### config.mk
export PLATFORM = sky130hd
export DESIGN_NAME = aqp_sysctrl_gen
export DESIGN_NICKNAME = d
export VERILOG_FILES = /design/src/rtl/aqp_sysctrl_gen.sv
export SDC_FILE = /design/constraint.sdc
export NUM_CORES = 1
export LEC_CHECK = 0
export CORE_MARGIN = 2
export CORE_UTILIZATION = 56
export CTS_BUF_LIST = sky130_fd_sc_hd__clkbuf_16
export DETAILED_ROUTE_END_ITERATION = 10
export PLACE_DENSITY = 0.9
export SYNTH_ARGS = -nofsm -noshare
export SYNTH_HDL_FRONTEND = slang
export SYNTH_SLANG_ARGS = --single-unit
### constraint.sdc
create_clock -name sysclk -period 2.3 [get_ports sysclk]
set_input_delay 0.23 -clock sysclk [delete_from_list [all_inputs] [get_ports sysclk]]
set_output_delay 0.23 -clock sysclk [all_outputs]
set_load 0.1 [all_outputs]
### src/rtl/aqp_sysctrl_gen.sv
// aqp_sysctrl_gen: system control block. Sequences the external and internal
// resets, generates the expansion-bus phi clock with its clock-enable, and
// provides NUM_CH programmable clock-enable channels.
// Optional watchdog: define AQP_SYSCTRL_WATCHDOG_EN to build it in.
module aqp_sysctrl_gen #(
  parameter int unsigned EXT_RST_BITS = 23,
  parameter int unsigned INT_RST_BITS = 5,
  parameter int unsigned PHI_HALF     = 4,
  parameter int unsigned NUM_CH       = 2,
  parameter int unsigned DIV_W        = 8,
  parameter int unsigned WDT_BITS     = 24
) (
  input  logic                    sysclk,
  input  logic                    reset_n,
  input  logic                    reset_req,
  input  logic [NUM_CH-1:0]       ch_en,
  input  logic [NUM_CH*DIV_W-1:0] ch_div,
  output logic                    ext_reset,
  output logic                    reset,
  output logic                    reset_done,
  output logic                    ebus_phi,
  output logic                    ebus_phi_clken,
  output logic [NUM_CH-1:0]       ch_clken,
  input  logic                    wdt_kick,
  output logic                    wdt_fired
);

  localparam int unsigned PW = (PHI_HALF > 1) ? $clog2(PHI_HALF) : 1;
  localparam logic [EXT_RST_BITS-1:0] EXT_LAST = EXT_RST_BITS'((1 << (EXT_RST_BITS - 1)) - 1);
  localparam logic [INT_RST_BITS-1:0] INT_LAST = INT_RST_BITS'((1 << (INT_RST_BITS - 1)) - 1);
  localparam logic [PW-1:0]           PHI_LAST = PW'(PHI_HALF - 1);

  typedef enum logic [1:0] {
    ST_EXT,
    ST_SYNC,
    ST_INT,
    ST_RUN
  } state_e;

  state_e                  state_q, state_d;
  logic [EXT_RST_BITS-1:0] ext_cnt_q, ext_cnt_d;
  logic [INT_RST_BITS-1:0] int_cnt_q, int_cnt_d;
  logic                    sync_cnt_q, sync_cnt_d;
  logic                    done_q, done_d;
  logic                    restart;

  logic [PW-1:0]           phi_cnt_q, phi_cnt_d;
  logic                    phi_int_q, phi_int_d;
  logic                    phi_clken_q, phi_clken_d;
  logic                    phi_out_q, phi_out_d;
  logic                    phi_tc;

  logic [NUM_CH-1:0][DIV_W-1:0] ch_cnt_q, ch_cnt_d;
  logic [NUM_CH-1:0]            ch_clken_q, ch_clken_d;

`ifdef AQP_SYSCTRL_WATCHDOG_EN
  logic [WDT_BITS-1:0] wdt_cnt_q, wdt_cnt_d;
  logic                wdt_fired_q, wdt_fired_d;
  logic                wdt_fire;

  assign wdt_fire = (state_q == ST_RUN) && (wdt_cnt_q == '1);
  assign restart  = reset_req | wdt_fire;

  // Watchdog counts RUN cycles since entry or last kick; expiry restarts the sequence
  always_comb begin
    wdt_cnt_d   = '0;
    wdt_fired_d = wdt_fired_q;
    if ((state_q == ST_RUN) && !wdt_kick && !wdt_fire) begin
      wdt_cnt_d = wdt_cnt_q + WDT_BITS'(1);
    end
    if (wdt_fire) begin
      wdt_fired_d = 1'b1;
    end else if (reset_req && (state_q == ST_RUN)) begin
      wdt_fired_d = 1'b0;
    end
  end

  // Watchdog registers
  always_ff @(posedge sysclk or negedge reset_n) begin
    if (!reset_n) begin
      wdt_cnt_q   <= '0;
      wdt_fired_q <= 1'b0;
    end else begin
      wdt_cnt_q   <= wdt_cnt_d;
      wdt_fired_q <= wdt_fired_d;
    end
  end

  assign wdt_fired = wdt_fired_q;
`else
  logic unused_wdt;

  assign unused_wdt = wdt_kick ^ WDT_BITS[0];
  assign restart    = reset_req;
  assign wdt_fired  = 1'b0;
`endif

  // Reset sequencer next-state: EXT -> SYNC (2 cycles) -> INT -> RUN, restart wins
  always_comb begin
    state_d    = state_q;
    ext_cnt_d  = '0;
    int_cnt_d  = '0;
    sync_cnt_d = 1'b0;
    if (restart) begin
      state_d = ST_EXT;
    end else begin
      unique case (state_q)
        ST_EXT: begin
          if (ext_cnt_q == EXT_LAST) state_d = ST_SYNC;
          else ext_cnt_d = ext_cnt_q + EXT_RST_BITS'(1);
        end
        ST_SYNC: begin
          if (sync_cnt_q) state_d = ST_INT;
          else sync_cnt_d = 1'b1;
        end
        ST_INT: begin
          if (int_cnt_q == INT_LAST) state_d = ST_RUN;
          else int_cnt_d = int_cnt_q + INT_RST_BITS'(1);
        end
        ST_RUN: begin
          state_d = ST_RUN;
        end
        default: state_d = ST_EXT;
      endcase
    end
    done_d = (state_d == ST_RUN) && (state_q != ST_RUN);
  end

  // Reset sequencer registers
  always_ff @(posedge sysclk or negedge reset_n) begin
    if (!reset_n) begin
      state_q    <= ST_EXT;
      ext_cnt_q  <= '0;
      int_cnt_q  <= '0;
      sync_cnt_q <= 1'b0;
      done_q     <= 1'b0;
    end else begin
      state_q    <= state_d;
      ext_cnt_q  <= ext_cnt_d;
      int_cnt_q  <= int_cnt_d;
      sync_cnt_q <= sync_cnt_d;
      done_q     <= done_d;
    end
  end

  assign ext_reset  = (state_q == ST_EXT);
  assign reset      = (state_q != ST_RUN);
  assign reset_done = done_q;

  // Phi divider: clken is registered so it coincides with the internal phi toggle
  always_comb begin
    phi_tc      = (phi_cnt_q == PHI_LAST);
    phi_cnt_d   = phi_tc ? '0 : phi_cnt_q + PW'(1);
    phi_int_d   = phi_int_q ^ phi_tc;
    phi_clken_d = phi_tc;
    phi_out_d   = phi_int_q;
  end

  // Phi registers, free-running from reset_n only
  always_ff @(posedge sysclk or negedge reset_n) begin
    if (!reset_n) begin
      phi_cnt_q   <= '0;
      phi_int_q   <= 1'b0;
      phi_clken_q <= 1'b0;
      phi_out_q   <= 1'b0;
    end else begin
      phi_cnt_q   <= phi_cnt_d;
      phi_int_q   <= phi_int_d;
      phi_clken_q <= phi_clken_d;
      phi_out_q   <= phi_out_d;
    end
  end

  assign ebus_phi       = phi_out_q;
  assign ebus_phi_clken = phi_clken_q;

  // Channel dividers: >= compare lets a lowered divide value take effect at once
  always_comb begin
    ch_cnt_d   = '0;
    ch_clken_d = '0;
    for (int unsigned i = 0; i < NUM_CH; i++) begin
      if (!reset && ch_en[i]) begin
        if (ch_cnt_q[i] >= ch_div[i*DIV_W +: DIV_W]) ch_clken_d[i] = 1'b1;
        else ch_cnt_d[i] = ch_cnt_q[i] + DIV_W'(1);
      end
    end
  end

  // Channel registers
  always_ff @(posedge sysclk or negedge reset_n) begin
    if (!reset_n) begin
      ch_cnt_q   <= '0;
      ch_clken_q <= '0;
    end else begin
      ch_cnt_q   <= ch_cnt_d;
      ch_clken_q <= ch_clken_d;
    end
  end

  assign ch_clken = ch_clken_q;

endmodule
Yosys cells after proc, flatten, opt, wreduce, memory -nomap -nowiden
Cells that the tools add are included.
- $add $sub $neg: 5
- $lt $le $gt $ge: 2
- equal/unequal tests: 8
- muxes and demuxes: 23
- bitwise logic cells: 1
- reductions and logical operators: 5
- operator list (operator ; number):
    23-bit 2-to-1 mux ; 3
    8-bit 2-to-1 mux ; 4
    23-bit by 1-bit adder with 23-bit output (second input constant) ; 1
    23-bit by 22-bit equality test with 1-bit output (second input constant) ; 1
    8-bit by 1-bit adder with 8-bit output (second input constant) ; 2
    8-bit greater-or-equal comparator ; 2
    5-bit 2-to-1 mux ; 3
    2-bit 2-to-1 mux ; 5
    2-bit equality test (second input constant) ; 4
    2-bit case mux with 4 select lines ; 1
    1-bit 2-to-1 mux ; 7
    5-bit by 1-bit adder with 5-bit output (second input constant) ; 1
    5-bit by 4-bit equality test with 1-bit output (second input constant) ; 1
    1-bit logical AND ; 3
    2-bit by 1-bit adder with 2-bit output (second input constant) ; 1
    2-bit by 1-bit equality test with 1-bit output (second input constant) ; 1
    2-bit logical NOT ; 1
    2-bit != test (second input constant) ; 1
    1-bit logical NOT ; 1
    1-bit XOR ; 1
- bits in registers: 55
- input bits: 22
- word-level logic and storage cells: 56

Depth between registers and ports, before layout
Gate-level depths: netlist of run 1.
- depth in word-level cells: 6
- mapped depth: 6
- mapped depth without buffers: 6

Least setup slack after synthesis of run 1
No wires, ideal clock.
- path type: register -> output
- start: reg state_q[0]
- end: out ext_reset
- arrival time: 1.814 ns
- data required time: 2.070 ns
- path slack: 0.256 ns
- stages on the path, launching flop included: 3
- path buffers: 1
- path through: dfrtp_1 clkbuf_1 nor2_1
- longest elaborated chain between the ends: 1
- RTL lines (item ; line ; source):
    start, declared ; 40 ; state_e state_q, state_d;
    start signal, assigned ; 138 ; state_q <= state_d;
    2-bit logical NOT ; 146 ; assign ext_reset = (state_q == ST_EXT);
    end, declared ; 18 ; output logic ext_reset,
No other way between the ends.

==> impl_metrics.json, run 1 <==
{
  "drc": 0,
  "io_pins": 30,
  "rows": 26,
  "p_leak_nw": 1.53,
  "power.total_mw": 1.90,
  "fillCellCount": 410,
  "status": "complete, no violations",
  "period_share": 0.892,
  "die_w_um": 75.9,
  "start_util": 0.575,
  "path_buf_inv": 1,
  "htree_levels": 2,
  "routed_via_density": 5.52,
  "fin_hold_ws_ns": 0.0549,
  "worst_path_max_delay_cell": "a2111oi_0",
  "slew_viol_final": 0,
  "cts_tree": "yes",
  "areaGrowthSynthToFinish_pct": 17.3,
  "cts_buffer_depth": 2,
  "clock_sinks": 55,
  "syn_area_per_cell_um2": 9.96,
  "finalInstanceArea_mm2": 0.00340,
  "finalHoldViolCount": 0,
  "yosysWarnings": 0,
  "dp_slack_ns": -0.0850,
  "synth_cells": 291,
  "crit_chain": "inv_1 > ha_1 > nand2b_1 > a2111oi_0 > o311ai_2 > nor3_1",
  "crit_family": "compound AO/OA/AOI/OAI gates",
  "first_pass_iters": 4,
  "layout_setup_ws_ns": 0.249,
  "fin_worst_skew_ns": 0.00618,
  "cp.arrival_ns": 2.24,
  "slowest_delay_ns": 0.56,
  "cts_inserted_buffers": 5,
  "placed_cell_area_mm2": 0.00322,
  "fmax_ghz": 0.488,
  "rsz0062_at_grt": "no",
  "setup_viol": 0,
  "layout_min_cycle_time_ns": 2.05,
  "crit_type": "reg -> reg",
  "worst_pin_slew_ns": 0.718,
  "grt_pass1_wl_um": 9610,
  "layout.cells.non_filler": 393,
  "hp-class": "in -> async",
  "nets": 365,
  "multiInputGateArea_mm2": 0.00140,
  "crit_fanout": 9,
  "syn_area_mm2": 0.00290,
  "io_buffers": 27,
  "finalCoreUtilization": 0.674,
  "ant_nets": 0,
  "vdd_drop_max_mv": 0.448,
  "relSlewSlack": 0.520,
  "root_buffer": "clkbuf_16",
  "dp.cells": 385,
  "grt_usage": 0.203,
  "seq_area_mm2": 0.00138,
  "wire_per_inst_um": 13.9,
  "core_mm2": 0.00504,
  "drt_iter0_markers": 157,
  "antenna_found_initial": 0,
  "synth_cell_type_count": 43,
  "gp_congestion": 0.765,
  "syn_nets": 334,
  "seq_area_frac_synth": 0.475,
  "clkLatencyLatePin_ns": 0.28,
  "startpoint_type": "flip-flop",
  "diodes": 0,
  "drive_gt1_frac": 0.0836,
  "cts.hold.buffers_added": 0,
  "cap_viol_max_count": 0,
  "num_vias": 2169,
  "end_kind": "flip-flop",
  "grt_start_max_net_pins": 56,
  "cp.required_ns": 2.49,
  "p_per_area_mw_per_mm2": 559,
  "grt_pass1_vias": 2218,
  "clk_pin_slew_ns": 0.06,
  "gr-total-overflow": 0,
  "tns_ns": 0,
  "ys_ff_latch": 55,
  "place_hpwl_um": 3920,
  "die_area_mm2": 0.00577,
  "die_y_um": 75.9,
  "wirelength_um": 5450
}
## Yosys cell counts, drive strengths merged
master   count  area, µm²
a2111oi      2       17.5
a21o         2       15.0
a21oi        4       20.0
a311oi       2       17.5
a31oi        3       18.8
a41o         1       10.0
and2         1       6.26
and3         5       31.3
and4         3       26.3
buf          3       26.3
clkbuf       3       11.3
conb         1       3.75
dfrtp       55       1380
ha          21        263
inv         26       97.6
mux2i        1       10.0
nand2       11       41.3
nand2b       4       25.0
nand3       17       85.1
nand4       10       68.8
nor2        31        116
nor2b        2       12.5
nor3        25        125
nor4         4       25.0
nor4b        1       8.76
o211ai       1       7.51
o21a         3       22.5
o21ai        6       41.3
o21bai       1       7.51
o311a        1       10.0
o311ai       3       26.3
or2          1       6.26
or3          6       43.8
or4          2       20.0
xnor2       16        140
xor2        13        114
## flip-flops by register name, indices dropped and copies added, names as in the netlist
name,flops
ch_clken,2
state_q,2
ebus_phi,1
phi_cnt_q,2
phi_int_q,1
ebus_phi_clken,1
sync_cnt_q,1
reset_done,1
ch_cnt_q,16
int_cnt_q,5
ext_cnt_q,23
## timing repair
| action | 4_1_cts | 5_1_grt |
|---|---|---|
| setup buffers | 0 | 0 |
| hold endpoints to repair | 0 | 0 |
| gates resized for setup | 0 | 3 |
| endpoints found under the setup margin | 0 | 17 |
## report_power, final
group	switching (mW)	total [mW]	internal, mW
sequential	0.00569	0.977	0.972
clock	0.310	0.817	0.507
combinational	0.0567	0.105	0.0481
total	0.372	1.90	1.53
## routing by layer
layer  share of wire  global-route usage  up-vias
met2            0.53               0.363       44
met4          0.0070              0.0509        0
met3           0.039              0.0571        4
met1            0.42               0.243     1035
met5               0                   0        -
li1                -                   -     1086
## cell families after synthesis
kind of cell	Yosys count	share of synthesized area
other	1	0.00129
AOI/OAI and AO/OA	29	0.0738
DFF	55	0.475
and+or+nand+nor	123	0.222
buffers and inverters	32	0.0466
muxes	1	0.00345
xor gates and xnor gates	29	0.0876
adders and majority gates	21	0.0907
## layout by cell type (no fill, tap or decap), types with 2 or more instances in the layout
| cell type | n |
|---|---|
| and3_1 | 5 |
| o311ai_2 | 2 |
| clkbuf_16 | 5 |
| dfrtp_1 | 55 |
| a31oi_1 | 3 |
| nor2b_1 | 2 |
| xnor2_1 | 16 |
| and4_1 | 3 |
| nand4_1 | 9 |
| or3_1 | 4 |
| inv_1 | 26 |
| nand3_1 | 17 |
| buf_4 | 10 |
| ha_1 | 21 |
| clkdlybuf4s50_1 | 19 |
| a21o_1 | 2 |
| nor2_1 | 31 |
| nor3_1 | 25 |
| nor4_1 | 4 |
| nand2_1 | 11 |
| xor2_1 | 13 |
| nand2b_1 | 4 |
| a21oi_1 | 4 |
| o21a_1 | 3 |
| a311oi_1 | 2 |
| o21ai_0 | 5 |
## final timing paths
kind | from | end | slack, ns | cells past startpoint
min | reset_n | ext_cnt_q[6] | 0.05 | 2
max | ch_cnt_q[0] | ch_cnt_q[7] | 0.25 | 6
max reg2reg | ch_cnt_q[0] | ch_cnt_q[7] | 0.25 | 6
min in group sysclk | phi_int_q | ebus_phi | 0.40 | 0
min reg2reg | phi_int_q | ebus_phi | 0.40 | 0
max in group asynchronous | reset_n | ch_cnt_q[7] | 1.80 | 2
## area by class of cell
type,count,area share
Clock inverter,3,0.0114
Sequential cell,55,0.405
Clock buffer,5,0.0368
Inverter,26,0.0287
Timing Repair Buffer,30,0.0795
Multi-Input combinational cell,204,0.413
Tap cell,70,0.0258
Power figures use the tool's default switching activity.
==> run 2, diff against run 1 <==
==> constraint.sdc (replaced) <==
create_clock -name sysclk -period 2.3 [get_ports sysclk]
set_input_delay 0.69 -clock sysclk [delete_from_list [all_inputs] [get_ports sysclk]]
set_output_delay 0.69 -clock sysclk [all_outputs]
set_load 0.1 [all_outputs]
==> impl_metrics.json, run 2 (synthesis gave the netlist of run 1 again) <==
{
  "wire_per_inst_um": 13.9,
  "multiInputGateArea_mm2": 0.00140,
  "end_kind": "flip-flop",
  "crit_family": "buffers and inverters",
  "largest_reg_flops": 23,
  "fillCellCount": 364,
  "htree_levels": 2,
  "path_buf_inv": 2,
  "drive_gt1_frac": 0.0951,
  "status": "complete, no violations",
  "start_util": 0.575,
  "reg_top3": "ext_cnt_q x23, ch_cnt_q x16, int_cnt_q x5",
  "num_vias": 2194,
  "first_pass_iters": 4,
  "cp.required_ns": 2.50,
  "cts.hold.buffers_added": 0,
  "seq_area_mm2": 0.00138,
  "crit_fanout": 9,
  "crit_chain": "clkdlybuf4s50_1 > ha_1 > nand2b_1 > a2111oi_2 > o311ai_1 > buf_4 > nor3_1",
  "cts_inserted_buffers": 5,
  "root_buffer": "clkbuf_16",
  "grt_usage": 0.208,
  "finalCoreUtilization": 0.686,
  "io_buffers": 27,
  "drt_iter0_markers": 172,
  "fmax_ghz": 0.449,
  "wirelength_um": 5520,
  "grt_pass1_vias": 2224,
  "layout_min_cycle_time_ns": 2.23,
  "vdd_drop_max_mv": 0.468,
  "routed_via_density": 5.54,
  "path_depth": 7,
  "gr-total-overflow": 0,
  "place_hpwl_um": 3910,
  "grt_pass1_wl_um": 9740,
  "cp.arrival_ns": 2.42,
  "nets": 368,
  "gp_congestion": 0.777,
  "rsz0062_at_grt": "yes",
  "hp-class": "in -> async",
  "cts_tree": "yes",
  "antenna_found_initial": 0,
  "die_area_mm2": 0.00577,
  "ant_nets": 0,
  "period_share": 0.968,
  "netSwitchingPower_mw": 0.395,
  "crit_type": "in -> reg",
  "drc": 0,
  "grt_start_max_net_pins": 56,
  "layout_common_cells": "dfrtp_1 (55), nor2_1 (30), inv_1 (26), nor3_1 (25), ha_1 (21)",
  "p_per_area_mw_per_mm2": 558,
  "io_pins": 30,
  "worst_path_max_delay_cell": "clkdlybuf4s50_1",
  "die_y_um": 75.9,
  "largest-register": "ext_cnt_q",
  "p_clk_frac": 0.437,
  "clk_pin_slew_ns": 0.07,
  "slew_viol_final": 0,
  "clock_sinks": 55,
  "die_w_um": 75.9,
  "cts_buffer_depth": 2,
  "setup_viol": 0,
  "clkLatencyLatePin_ns": 0.29,
  "sw_frac_of_total": 0.204,
  "cap_viol_max_count": 0,
  "rows": 26,
  "p_leak_nw": 1.57,
  "startpoint_type": "input port",
  "reg2regPathDepth": 4,
  "areaGrowthSynthToFinish_pct": 19.4,
  "fin_worst_skew_ns": 0.00310,
  "core_mm2": 0.00504,
  "power_frac_comb": 0.058,
  "pwr-share-seq": 0.505,
  "internal_power_mw": 1.54,
  "diodes": 0,
  "slowest_delay_ns": 0.43,
  "power.total_mw": 1.93,
  "final_common_cell": "dfrtp_1",
  "finalHoldViolCount": 0
}
[run 2: changes by cell type in the layout (fill, tap and decap cells not counted)]
cell	delta
buf_12	+3
o311ai_1	+2
nor2_2	+1
nor2_1	-1
a2111oi_2	+2
clkinv_2	-1
inv_6	+1
a2111oi_1	-1
a2111oi_0	-1
o311ai_2	-2
[run 2: path summary, 6_finish.rpt]
check	endpoint	from	slack, ns
min in group sysclk	ebus_phi	phi_int_q	0.40
worst min-delay path	ext_cnt_q[8]	reset_n	0.38
worst max-delay path	ch_cnt_q[15]	ch_div[8]	0.07
max in group asynchronous	ext_cnt_q[12]	reset_n	1.68
worst max register to register	ext_cnt_q[17]	ext_cnt_q[4]	0.39
worst min register to register	ebus_phi	phi_int_q	0.40
[run 2: what timing repair did]
| item | 4_1_cts | 5_1_grt |
|---|---|---|
| setup endpoints to repair | 0 | 16 |
| setup buffers | 0 | 0 |
| gates resized for setup | 0 | 4 |
[run 2: metrics by stage]
stage / cells / setup slack [ns] / hold slack, ns / instance area [µm²] / TNS (ns)
finish: 396 / 0.0741 / 0.379 / 3460 / 0
global route: 396 / -0.0134 / 0.405 / 3460 / -0.0222
CTS: 396 / 0.0169 / 0.397 / 3450 / 0
detailed placement: 388 / -0.257 / 0.397 / 3280 / -4.13
global placement: 388 / -0.216 / 0.386 / 3280 / -3.36
floorplan: 291 / 0.250 / 0.372 / 2900 / 0
[run 2: per-layer routing]
metal  part of all wire  wire length (µm)  GRT usage
met5                  0                 0          0
met4             0.0092                51     0.0691
met3              0.045               246     0.0607
met2               0.51              2830      0.358
met1               0.43              2390      0.252
[run 2: final cells by class]
| class | count | area share |
|---|---|---|
| clock buffers | 5 | 0.0362 |
| clock inverters | 3 | 0.0123 |
| inverters | 26 | 0.0282 |
| multi-input cells | 204 | 0.405 |
| flip-flops and latches | 55 | 0.398 |
| well taps | 70 | 0.0253 |
| repair buffers | 33 | 0.0954 |
[run 2: power by group through the flow]
stage | sequential (mW) | clock [mW] | combinational [mW]
after floorplan | 0.994 | 0 | 0.0433
after global placement | 0.995 | 0 | 0.106
after detailed placement | 0.995 | 0 | 0.109
after CTS | 0.977 | 0.853 | 0.110
after global routing | 0.977 | 0.898 | 0.126
final | 0.977 | 0.845 | 0.111
==> variant 1: new RTL, flow settings as in run 2 <==
Re-encode `state_e` (4 states) as Gray code, 2 bits wide.
--- a/src/rtl/aqp_sysctrl_gen.sv
+++ b/src/rtl/aqp_sysctrl_gen.sv
@@ -33,6 +33,6 @@
   typedef enum logic [1:0] {
-    ST_EXT,
-    ST_SYNC,
-    ST_INT,
-    ST_RUN
+    ST_EXT  = 2'b00,
+    ST_SYNC = 2'b01,
+    ST_INT  = 2'b11,
+    ST_RUN  = 2'b10
   } state_e;
Formal check against the unedited RTL: same outputs for any inputs over 10 cycles, from zero or initial values and one cycle with reset_n low; not proved beyond that.
==> variant 1 against run 2 <==
- total power is 7.2% lower
- sequential cell count stayed put
- sequential share of layout area hardly changed
- maximum frequency is 1.8% higher
- routed wire length is 0.31% lower
- clock skew is 2.6 ps higher
- setup slack better by 40 ps
- register-to-register slack better by 30 ps
- area after synthesis is 0.86% higher
- cell area hardly changed
- die area is 0.82% higher
==> variant 1: results (changes against run 2) <==
top cells by area, synth = dfrtp_1, ha_1, nor2_1
first-pass GRT wire length = 10.1 mm (+3.7%)
DR WL met3 = 190 microns (-23%)
via count = 2,213 (+0.87%)
R2R depth = 5 (+1)
post-synthesis mux area share = 1.03% (+0.68 points)
Hold Crit Class = input port to asynchronous set/reset pin
Worst EP arrival = 2410 ps
routed wire length = 5.51 mm (-0.31%)
Tot GR Track Use = 21.1% (+0.35 points)
initial drt markers = 114 (-34%)
Routability Congestion = 0.844 (+8.6%)
Static Leak = 1.59 nW (+1.3%)
post-synthesis sequential area ratio = 47.1% (-0.41 points)
Synth Area in Compound Gates = 7.11% (-0.28 points)
pre-CTS setup slack = -218 ps (+39.4 ps)
placed insts = 395 (+1.8%)
Syn Nets = 338 (+1.2%)
adder-cell share of the synthesized area = 8.99% (-0.078 points)
CP max stage delay = 450 ps (+20 ps)
XOR/XNOR Fraction of Synth Area = 8.39% (-0.37 points)
GRT met1 Usage = 25.7% (+0.50 points)
outcome = completed
vias in the first global route = 2,333 (+4.9%)
met2 Usage GRT = 37.8% (+2.0 points)
slowest stage cell, crit path = clkdlybuf4s50_1
CP max FO = 8 (-1)
Syn Inst Count = 295 (+1.4%)
met3 global-route usage = 3.91% (-2.2 points)
largest net degree at the start of global routing = 23 (-59%)
layout net count = 375 (+1.9%)
Area after DPL = 3320 sq um (+1.2%)
number of vias per cell = 5.50 (-0.64%)
DR WL met2 = 2.95 mm (+3.9%)
## variant 1: path summary, 6_finish.rpt
kind / from / end / slack [ps]
max in group asynchronous: reset_n / ch_cnt_q[3] / 1330
min in group sysclk: phi_int_q / ebus_phi / 400
setup reg to reg: ext_cnt_q[0] / ext_cnt_q[9] / 420
setup / recovery: ch_div[10] / ch_cnt_q[10] / 110
hold / removal: reset_n / ext_cnt_q[11] / 350
hold reg to reg: phi_int_q / ebus_phi / 400
## variant 1: power by group
part / total [W] / switching, W / leakage, nW / internal, W
Combinational: 0.000113 / 0.0000598 / 0.759 / 0.0000531
Sequential: 0.000978 / 0.00000604 / 0.762 / 0.000972
Clock: 0.000702 / 0.000311 / 0.0671 / 0.000392
## variant 1: final cells by class
type,count,area [sq um]
fill,389,1610
multi-input combinational,212,1440
sequential,55,1380
timing repair buffer,36,340
clock buffer,5,125
tap,70,87.6
inverter,22,82.6
clock inverter,2,8.76
==> variant 2: new RTL, config.mk and constraints of run 2 <==
Without the edit above. The option `AQP_SYSCTRL_WATCHDOG_EN` is turned on by a define.
--- a/src/rtl/aqp_sysctrl_gen.sv
+++ b/src/rtl/aqp_sysctrl_gen.sv
@@ -4,2 +4,4 @@
 // Optional watchdog: define AQP_SYSCTRL_WATCHDOG_EN to build it in.
+`define AQP_SYSCTRL_WATCHDOG_EN
+
 module aqp_sysctrl_gen #(
Function: same outputs for any inputs over 10 cycles, from zero or initial values and one cycle with reset_n low; that may be too few to reach the edited logic, so the function may still have changed.
==> variant 2 against run 2 <==
- total power up 50%
- clock power up 61%
- area after synthesis up 39%
- cell area up 38%
- non-clock buffer count up 6
- setup slack better by 45 ps
- sequential cell count up 25
- routed wire length up 42%
- cell count up 38%
- critical path type unchanged
- largest power group unchanged
- highest routed layer unchanged
==> variant 2: results (changes against run 2) <==
outcome = completed
DP Wirelength = 5.64 mm (+44%)
R2R depth = 7 (+3)
Worst VDD drop = 0.478 mV (+2.2%)
adder-cell share of the synthesized area = 6.83% (-2.2 points)
post-synthesis mux area share = 0% (-0.35 points)
initial drt markers = 181 (+5.2%)
FF-to-FF Start = ext_cnt_q[0]
pre-CTS setup slack = -290 ps (-32.4 ps)
Area after DPL = 4480 sq um (+36%)
Buffers on Ports = 29 (+7.4%)
layout cells sized above 1 = 9.96% (+0.45 points)
post-synthesis sequential area ratio = 49.7% (+2.2 points)
CP delay by family, top = compound AO/OA/AOI/OAI gates
worst setup path endpoint = ch_cnt_q[9]
Worst Skew = 9.03 ps (+5.93 ps)
Clock H-tree levels = 3 (+1)
layout net count = 491 (+33%)
CP max FO = 8 (-1)
Synth Area in Compound Gates = 6.46% (-0.92 points)
1st-pass router iterations = 5 (+1)
Fmax = 459 MHz (+2.1%)
Syn Nets = 447 (+34%)
commonest cells in the synthesized netlist = dfrtp_1, nor2_1, nand3_1
CP max stage delay = 450 ps (+20 ps)
Tot GR Track Use = 23.0% (+2.2 points)
XOR/XNOR Fraction of Synth Area = 11.1% (+2.3 points)
Worst Setup SP = ch_div[13]
vias in the first global route = 3,186 (+43%)
flop2flop setup slack = 310 ps (-80 ps)
placed insts = 532 (+37%)
Static Leak = 2.19 nW (+40%)
Rows = 30 (+15%)
register share of total power = 49.0% (-1.5 points)
biggest regs = wdt_cnt_q (24), ext_cnt_q (23), ch_cnt_q (16)
first-pass GRT wire length = 14.1 mm (+44%)
later-pin clock latency in the skew report = 330 ps (+40 ps)
routed wire length = 7.85 mm (+42%)
## variant 2: cell types whose count changed after synthesis, moves of 4 or more
| cell | run 2 | this run |
|---|---|---|
| xnor2_1 | 16 | 23 |
| nand3_1 | 17 | 30 |
| nor3_1 | 25 | 14 |
| and3_1 | 5 | 11 |
| xor2_1 | 13 | 28 |
| nor2_1 | 31 | 67 |
| a21oi_1 | 4 | 11 |
| dfrtp_1 | 55 | 80 |
| nand4_1 | 9 | 13 |
| nand2_1 | 11 | 17 |
## variant 2: worst reg2reg max path: stages, from the launching register on
cell and delay (ps):
dfrtp_1 420, ha_1 310, nand2_1 100, nor4_2 350, nand3_1 200, o21ai_1 150, buf_4 260, nor2_1 90
## variant 2: area by class of cell
| cell class | instances | area [sq um] |
|---|---|---|
| multi-input combinational | 294 | 1910 |
| clock buffer | 9 | 225 |
| fill | 479 | 2090 |
| clock inverter | 7 | 63.8 |
| sequential | 80 | 2000 |
| tap | 96 | 120 |
| inverter | 23 | 86.3 |
| timing repair buffer | 39 | 368 |
## variant 2: worst min path at each step
stage                     startpoint         to  slack, ps
after floorplan            phi_int_q   ebus_phi        370
after global placement     phi_int_q   ebus_phi        390
after detailed placement   phi_int_q   ebus_phi        390
after CTS                    reset_n  phi_int_q        330
after global routing         reset_n   ebus_phi        350
final                        reset_n  phi_int_q        330
## variant 2: timing repair
| item | in CTS | in global routing |
|---|---|---|
| resized for setup | 0 | 3 |
| hold endpoints to repair | 0 | 0 |
| endpoints found under the setup margin | 0 | 16 |
## variant 2: layer usage
layer | vias to the layer above | share of wire, % | GRT usage [%]
met5 | - | 0 | 0
met4 | 0 | 1.6 | 8.40
met3 | 13 | 4.0 | 5.97
met2 | 63 | 51 | 37.8
met1 | 1480 | 43 | 29.4
li1 | 1491 | - | -
